**config.mk**
```make
export PLATFORM = sky130hd
export DESIGN_NAME = cby_blwl_config_ctrl
export DESIGN_NICKNAME = d
export VERILOG_FILES = /design/src/rtl/cby_blwl_config_ctrl.sv
export SDC_FILE = /design/constraint.sdc
export NUM_CORES = 1
export LEC_CHECK = 0
export ABC_AREA = 0
export ABC_CLOCK_PERIOD_IN_PS = 2370
export BUFFER_PORTS_ARGS = -buffer_cell sky130_fd_sc_hd__buf_4
export CAP_MARGIN = 20
export CORE_ASPECT_RATIO = 0.75
export CORE_MARGIN = 1
export CORE_UTILIZATION = 49
export CTS_CLUSTER_SIZE = 10
export DETAILED_ROUTE_END_ITERATION = 10
export GPL_TIMING_DRIVEN = 0
export PLACE_DENSITY = 0.92
export SYNTH_ARGS = -nofsm -noshare
export SYNTH_HDL_FRONTEND = slang
export SYNTH_SLANG_ARGS = --single-unit
```
**constraint.sdc**
```tcl
create_clock -name prog_clk -period 2.37 [get_ports prog_clk]
set_input_delay 0.237 -clock prog_clk [delete_from_list [all_inputs] [get_ports prog_clk]]
set_output_delay 0.237 -clock prog_clk [all_outputs]
set_load 0.02 [all_outputs]
```
**src/rtl/cby_blwl_config_ctrl.sv**
```systemverilog
// Memory-bank configuration sequencer for BL/WL programmed connection blocks.
// Assembles one BL frame per WL row from a stream of DIN_W-bit words, then
// drives the frame on bl while pulsing the row's word line.
//
// state   | meaning
// --------+---------------------------------------------------------------
// S_IDLE  | waiting for start; din ignored, nothing driven
// S_LOAD  | accepting words into the shadow frame for row_idx
// S_SETUP | one cycle of bit-line settle before the word-line pulse
// S_PULSE | wl[row_idx] high for WL_PULSE cycles
// S_HOLD  | one cycle with wl low and bl held; advance row or finish
// S_DONE  | one-cycle completion pulse
module cby_blwl_config_ctrl #(
    parameter int NUM_BL   = 72,
    parameter int NUM_WL   = 72,
    parameter int DIN_W    = 8,
    parameter int WL_PULSE = 2,
    localparam int RW      = (NUM_WL > 1) ? $clog2(NUM_WL) : 1
) (
    input  logic              prog_clk,
    input  logic              prog_rst_n,
    input  logic              start,
    input  logic [DIN_W-1:0]  din,
    input  logic              din_valid,
    output logic              din_ready,
    output logic [NUM_BL-1:0] bl,
    output logic [NUM_WL-1:0] wl,
    output logic              busy,
    output logic              done,
    output logic [RW-1:0]     row_idx
);

    localparam int WPR = (NUM_BL + DIN_W - 1) / DIN_W;
    localparam int CW  = (WPR > 1) ? $clog2(WPR) : 1;
    localparam int PW  = (WL_PULSE > 1) ? $clog2(WL_PULSE) : 1;

    typedef enum logic [2:0] {
        S_IDLE,
        S_LOAD,
        S_SETUP,
        S_PULSE,
        S_HOLD,
        S_DONE
    } state_t;

    state_t            r_state;
    state_t            w_state_nxt;
    logic [NUM_BL-1:0] r_shadow;
    logic [NUM_BL-1:0] w_shadow_nxt;
    logic [CW-1:0]     r_word_cnt;
    logic [RW-1:0]     r_row_idx;
    logic [PW-1:0]     r_pulse_cnt;
    logic              w_last_word;
    logic              w_last_row;

    assign w_last_word = (r_word_cnt == CW'(WPR - 1));
    assign w_last_row  = (r_row_idx == RW'(NUM_WL - 1));

    // Each shadow bit takes din only when the current word covers it; bits
    // past NUM_BL in the final word simply have no destination.
    for (genvar g = 0; g < NUM_BL; g++) begin : g_slice
        assign w_shadow_nxt[g] = (r_word_cnt == CW'(g / DIN_W)) ? din[g % DIN_W] : r_shadow[g];
    end

    // Word line is a pure decode of state and row, so it can only be one-hot
    // and only during PULSE; async reset clears it immediately.
    for (genvar g = 0; g < NUM_WL; g++) begin : g_wl
        assign wl[g] = (r_state == S_PULSE) && (r_row_idx == RW'(g));
    end

    assign bl      = r_shadow;
    assign row_idx = r_row_idx;

    // State register.
    always_ff @(posedge prog_clk or negedge prog_rst_n) begin
        if (!prog_rst_n) begin
            r_state <= S_IDLE;
        end else begin
            r_state <= w_state_nxt;
        end
    end

    // Next-state and state-decoded outputs; din_ready depends on state only.
    always_comb begin
        w_state_nxt = r_state;
        din_ready   = 1'b0;
        busy        = 1'b1;
        done        = 1'b0;
        unique case (r_state)
            S_IDLE: begin
                busy = 1'b0;
                if (start) begin
                    w_state_nxt = S_LOAD;
                end
            end
            S_LOAD: begin
                din_ready = 1'b1;
                if (din_valid && w_last_word) begin
                    w_state_nxt = S_SETUP;
                end
            end
            S_SETUP: begin
                w_state_nxt = S_PULSE;
            end
            S_PULSE: begin
                if (r_pulse_cnt == '0) begin
                    w_state_nxt = S_HOLD;
                end
            end
            S_HOLD: begin
                w_state_nxt = w_last_row ? S_DONE : S_LOAD;
            end
            S_DONE: begin
                done        = 1'b1;
                w_state_nxt = S_IDLE;
            end
            default: begin
                busy        = 1'b0;
                w_state_nxt = S_IDLE;
            end
        endcase
    end

    // Datapath: shadow frame, word counter, row index and pulse down-counter.
    always_ff @(posedge prog_clk or negedge prog_rst_n) begin
        if (!prog_rst_n) begin
            r_shadow    <= '0;
            r_word_cnt  <= '0;
            r_row_idx   <= '0;
            r_pulse_cnt <= '0;
        end else begin
            case (r_state)
                S_IDLE: begin
                    if (start) begin
                        r_row_idx  <= '0;
                        r_word_cnt <= '0;
                    end
                end
                S_LOAD: begin
                    if (din_valid) begin
                        r_shadow   <= w_shadow_nxt;
                        r_word_cnt <= w_last_word ? '0 : r_word_cnt + 1'b1;
                    end
                end
                S_SETUP: begin
                    r_pulse_cnt <= PW'(WL_PULSE - 1);
                end
                S_PULSE: begin
                    if (r_pulse_cnt != '0) begin
                        r_pulse_cnt <= r_pulse_cnt - 1'b1;
                    end
                end
                S_HOLD: begin
                    if (!w_last_row) begin
                        r_row_idx  <= r_row_idx + 1'b1;
                        r_word_cnt <= '0;
                    end
                end
                default: begin
                end
            endcase
        end
    end

endmodule

```
==> impl_summary.md <==
Run status
The run finished with clean final reports.

Floorplanning
In this run the core area contains 28 standard-cell rows. The number of top-level design ports is 166. The floorplan step set the die height to 81.9 um.

The effective utilization at floorplan is 51.7%. The width of the die is 108 um. The die covers 8880 um^2. The core box area is 8060 um^2.

STA
Setup repair after global routing left no endpoint under its margin. The count of final hold-check violations is 0. Based on the critical path, the design can be clocked at up to 448 MHz. The slew at the pin with the worst max-slew slack is 0.567 ns. The worst-case clock skew is 0.00429 ns. The final number of setup-violating endpoints is 0. In the final timing run, aggregate negative setup slack is 0 ns. The final clock period utilization by the worst path is 94.3%.

The worst setup margin is 0.136 ns. The clock period minus worst slack is 2.23 ns. The worst hold slack across all endpoints is 0.195 ns.

Measured against its own limit, the worst slew margin works out to 62.0%. The max-slew violation count was 0.

Logic synthesis
Ranked by total cell area, the synthesized netlist is headed by sky130_fd_sc_hd__dfrtp_1, sky130_fd_sc_hd__mux2_2, sky130_fd_sc_hd__nor2_1. Yosys mapped a number of flops with a built-in enable equal to 0. After synthesis, flip-flops and latches occupy 52.2% of the total area.

The most frequently used flop master after synthesis is sky130_fd_sc_hd__dfrtp_1. The cell area after technology mapping is 4170 um^2. The post-synthesis async set-or-reset flop share is 100%. The Yosys step of the flow raised 0 warnings. Synthesis produced a netlist with a net count of 393.

The biggest area contributor in the post-synthesis netlist is sky130_fd_sc_hd__dfrtp_1. The share of the synthesized area in the top cell type is 52.2%. The number of flip-flops and latches in the synthesized netlist is 87. The post-synthesis cell type count is 44.

The instance count of the mapped netlist is 373. The mean area per synthesized cell is 11.2 um^2.

Min path
The path category of the worst min-delay check is in2reg.

GRT
The first global-routing pass estimated 17700 um of wire. The via count of the first global-routing pass is 3360. The number of antenna violations at the first check in global routing came to 0. In the global route stage, overall resource usage came out at 26.9%. Entering global routing, the biggest net connects 88 pins. The total overflow left after global routing is 0.

Pwr
IR analysis of the VDD net gives a maximum drop of 1.02 mV. Combinational logic burns 47.4% of the power. The share of total power consumed by net switching is 39.9%.

The total net switching power is 3.06 mW. The standby leakage power is 2.89 nW. The final total power is 7.66 mW. The internal power is 4.60 mW. The sequential power share is 35.1%. The share of total power dissipated in the clock network is 17.5%. Dividing total power by cell area gives a power density of 1310 nW/um^2.

CTS
The maximum level of the CTS H-tree is 3. After clock tree synthesis, the clock-pin slew on the worst setup and hold paths is 0.06 ns. The TritonCTS buffer count is 9. The clock latency of the later-clocked register in the worst-skew pair is 0.34 ns. Buffers added to address setup during post-CTS repair amount to 0.

The number of sinks on the clock net is 87. The maximum buffer depth of the clock tree is 2. The clock tree from TritonCTS is done. The tree is rooted in a sky130_fd_sc_hd__clkbuf_16.

Routing
The count of nets left with antenna violations once routing finished came out at 0. After detailed routing, the average wire length per cell comes to 17.9 um. The first-pass iteration count of the detailed router is 5. Summed over all layers, the routed wires come to 11800 um.

The routed via count divided by cell count is 5.48. After detailed routing, the number of remaining DRC violations is 0. The number of violations reported at the end of detailed-routing iteration 0 is 282. Summing over every cut layer, the via total after detailed routing is 3609.

Worst setup path
The required time of the critical path is 2.13 ns. Traced cell by cell, the critical path runs through buf_2 -> and3b_1 -> and2_1 -> nand2_1 -> nor2_2 -> buf_4. Of all nets on the critical path, the largest fanout is 10.

The data arrival time at the worst-slack endpoint is 2.00 ns. The launching element type of the critical path is a register. The largest single stage delay on the critical path is 0.45 ns. The type of the setup path with the least slack is reg2out.

The worst setup path is captured at an output pin. The largest individual stage delay along the critical path comes from the cell sky130_fd_sc_hd__dfrtp_1.

Final layout
The layout has 534 filler cells. Measured on the finished design, the core utilization comes to 72.7%. The number of nets in the layout is 569. The most common cell after layout, fill and taps aside is sky130_fd_sc_hd__buf_4. The area growth from synthesis to layout is 40.6%. The final instance area is 5860 um^2. The library cells used most frequently in the layout, excluding fill and tap cells, are sky130_fd_sc_hd__buf_4, sky130_fd_sc_hd__dfrtp_1, sky130_fd_sc_hd__nor2_1, sky130_fd_sc_hd__mux2_2, sky130_fd_sc_hd__nand2_1. The post-layout instance count excluding filler cells is 659. Cells with a size suffix above 1 make up 50.0% of the layout. 0 antenna diodes ended up in the layout.

Placement
At the end of routability-driven placement, the weighted congestion stood at 0.831. The placed wire-length estimate is 8420 um. In this run the cell area measured after placement is 5530 um^2. Input and output buffers added on the ports amount to 164. The minimum setup slack after placement is 0.385 ns. The number of cells in the design after placement is 642.

Flow run
The tool flagged a number of max-cap violations equal to 0.
[what timing repair did]
item,in CTS,in global routing
setup endpoints to repair,0,45
endpoints found under the hold margin,0,32
resized for setup,0,9
hold buffers,0,1
[power by group through the flow]
stage,registers (mW),clock network [mW],logic (mW)
after global placement,2.60,0,3.49
after global routing,2.77,1.43,3.82
after CTS,2.67,1.36,3.64
after detailed placement,2.67,0,3.60
after floorplan,3.39,0,1.32
final,2.69,1.34,3.63
[logic make-up (layout without fill, tap and decap cells)]
logic type                 Yosys count  count (layout)  synth area share [%]
muxes                               73              73                  19.7
and+or+nand+nor                    151             151                  18.0
DFF                                 87              87                  52.2
buffers and inverters               26             207                  3.03
AOI/OAI and AO/OA                   28              28                  4.68
adders and majority gates            8               8                  2.40
[per-layer routing]
layer	track usage, %	share of wire, %
met5	0	0
met4	8.51	1.1
met3	6.75	5.5
met2	43.1	51
met1	36.1	43
[cell usage after synthesis, drive strengths merged (4+ instances only)]
cell type,number
and3,5
a21oi,5
inv,6
nor2,80
buf,9
clkbuf,11
mux2,72
and3b,4
and2,6
dfrtp,87
o21ai,8
ha,8
nand2,29
[sequential cells by signal, summed over array words and instances (netlist names)]
register	flops
bl	72
r_pulse_cnt	1
r_state	3
r_word_cnt	4
row_idx	7
[final cells by class]
cell class,instances,area (um^2),area share [%]
clock inverter,4,30.0,0.512
tap,105,131,2.24
multi-input combinational,260,1870,31.9
clock buffer,12,256,4.38
buffer,19,103,1.75
inverter,6,22.5,0.384
sequential,87,2180,37.2
timing repair buffer,166,1270,21.6
[worst max-delay path: cells and delay by family (launching register included)]
family,cells,cell delay [ns]
AND/OR/NAND/NOR,4,0.85
buffers and inverters,2,0.35
flip-flops,1,0.45
[path summary, 6_finish.rpt]
check                            startpoint           to  slack [ns]  cells after the start
max in group asynchronous        prog_rst_n   row_idx[0]        1.35                      3
min in group asynchronous        prog_rst_n       bl[56]        0.40                      2
worst max register to register   r_state[0]       bl[34]        0.26                      5
worst min register to register  r_pulse_cnt  r_pulse_cnt        0.48                      2
worst max-delay path             r_state[2]       wl[22]        0.14                      6
worst min-delay path                 din[1]       bl[25]        0.20                      2
Power figures use the tool's default switching activity.
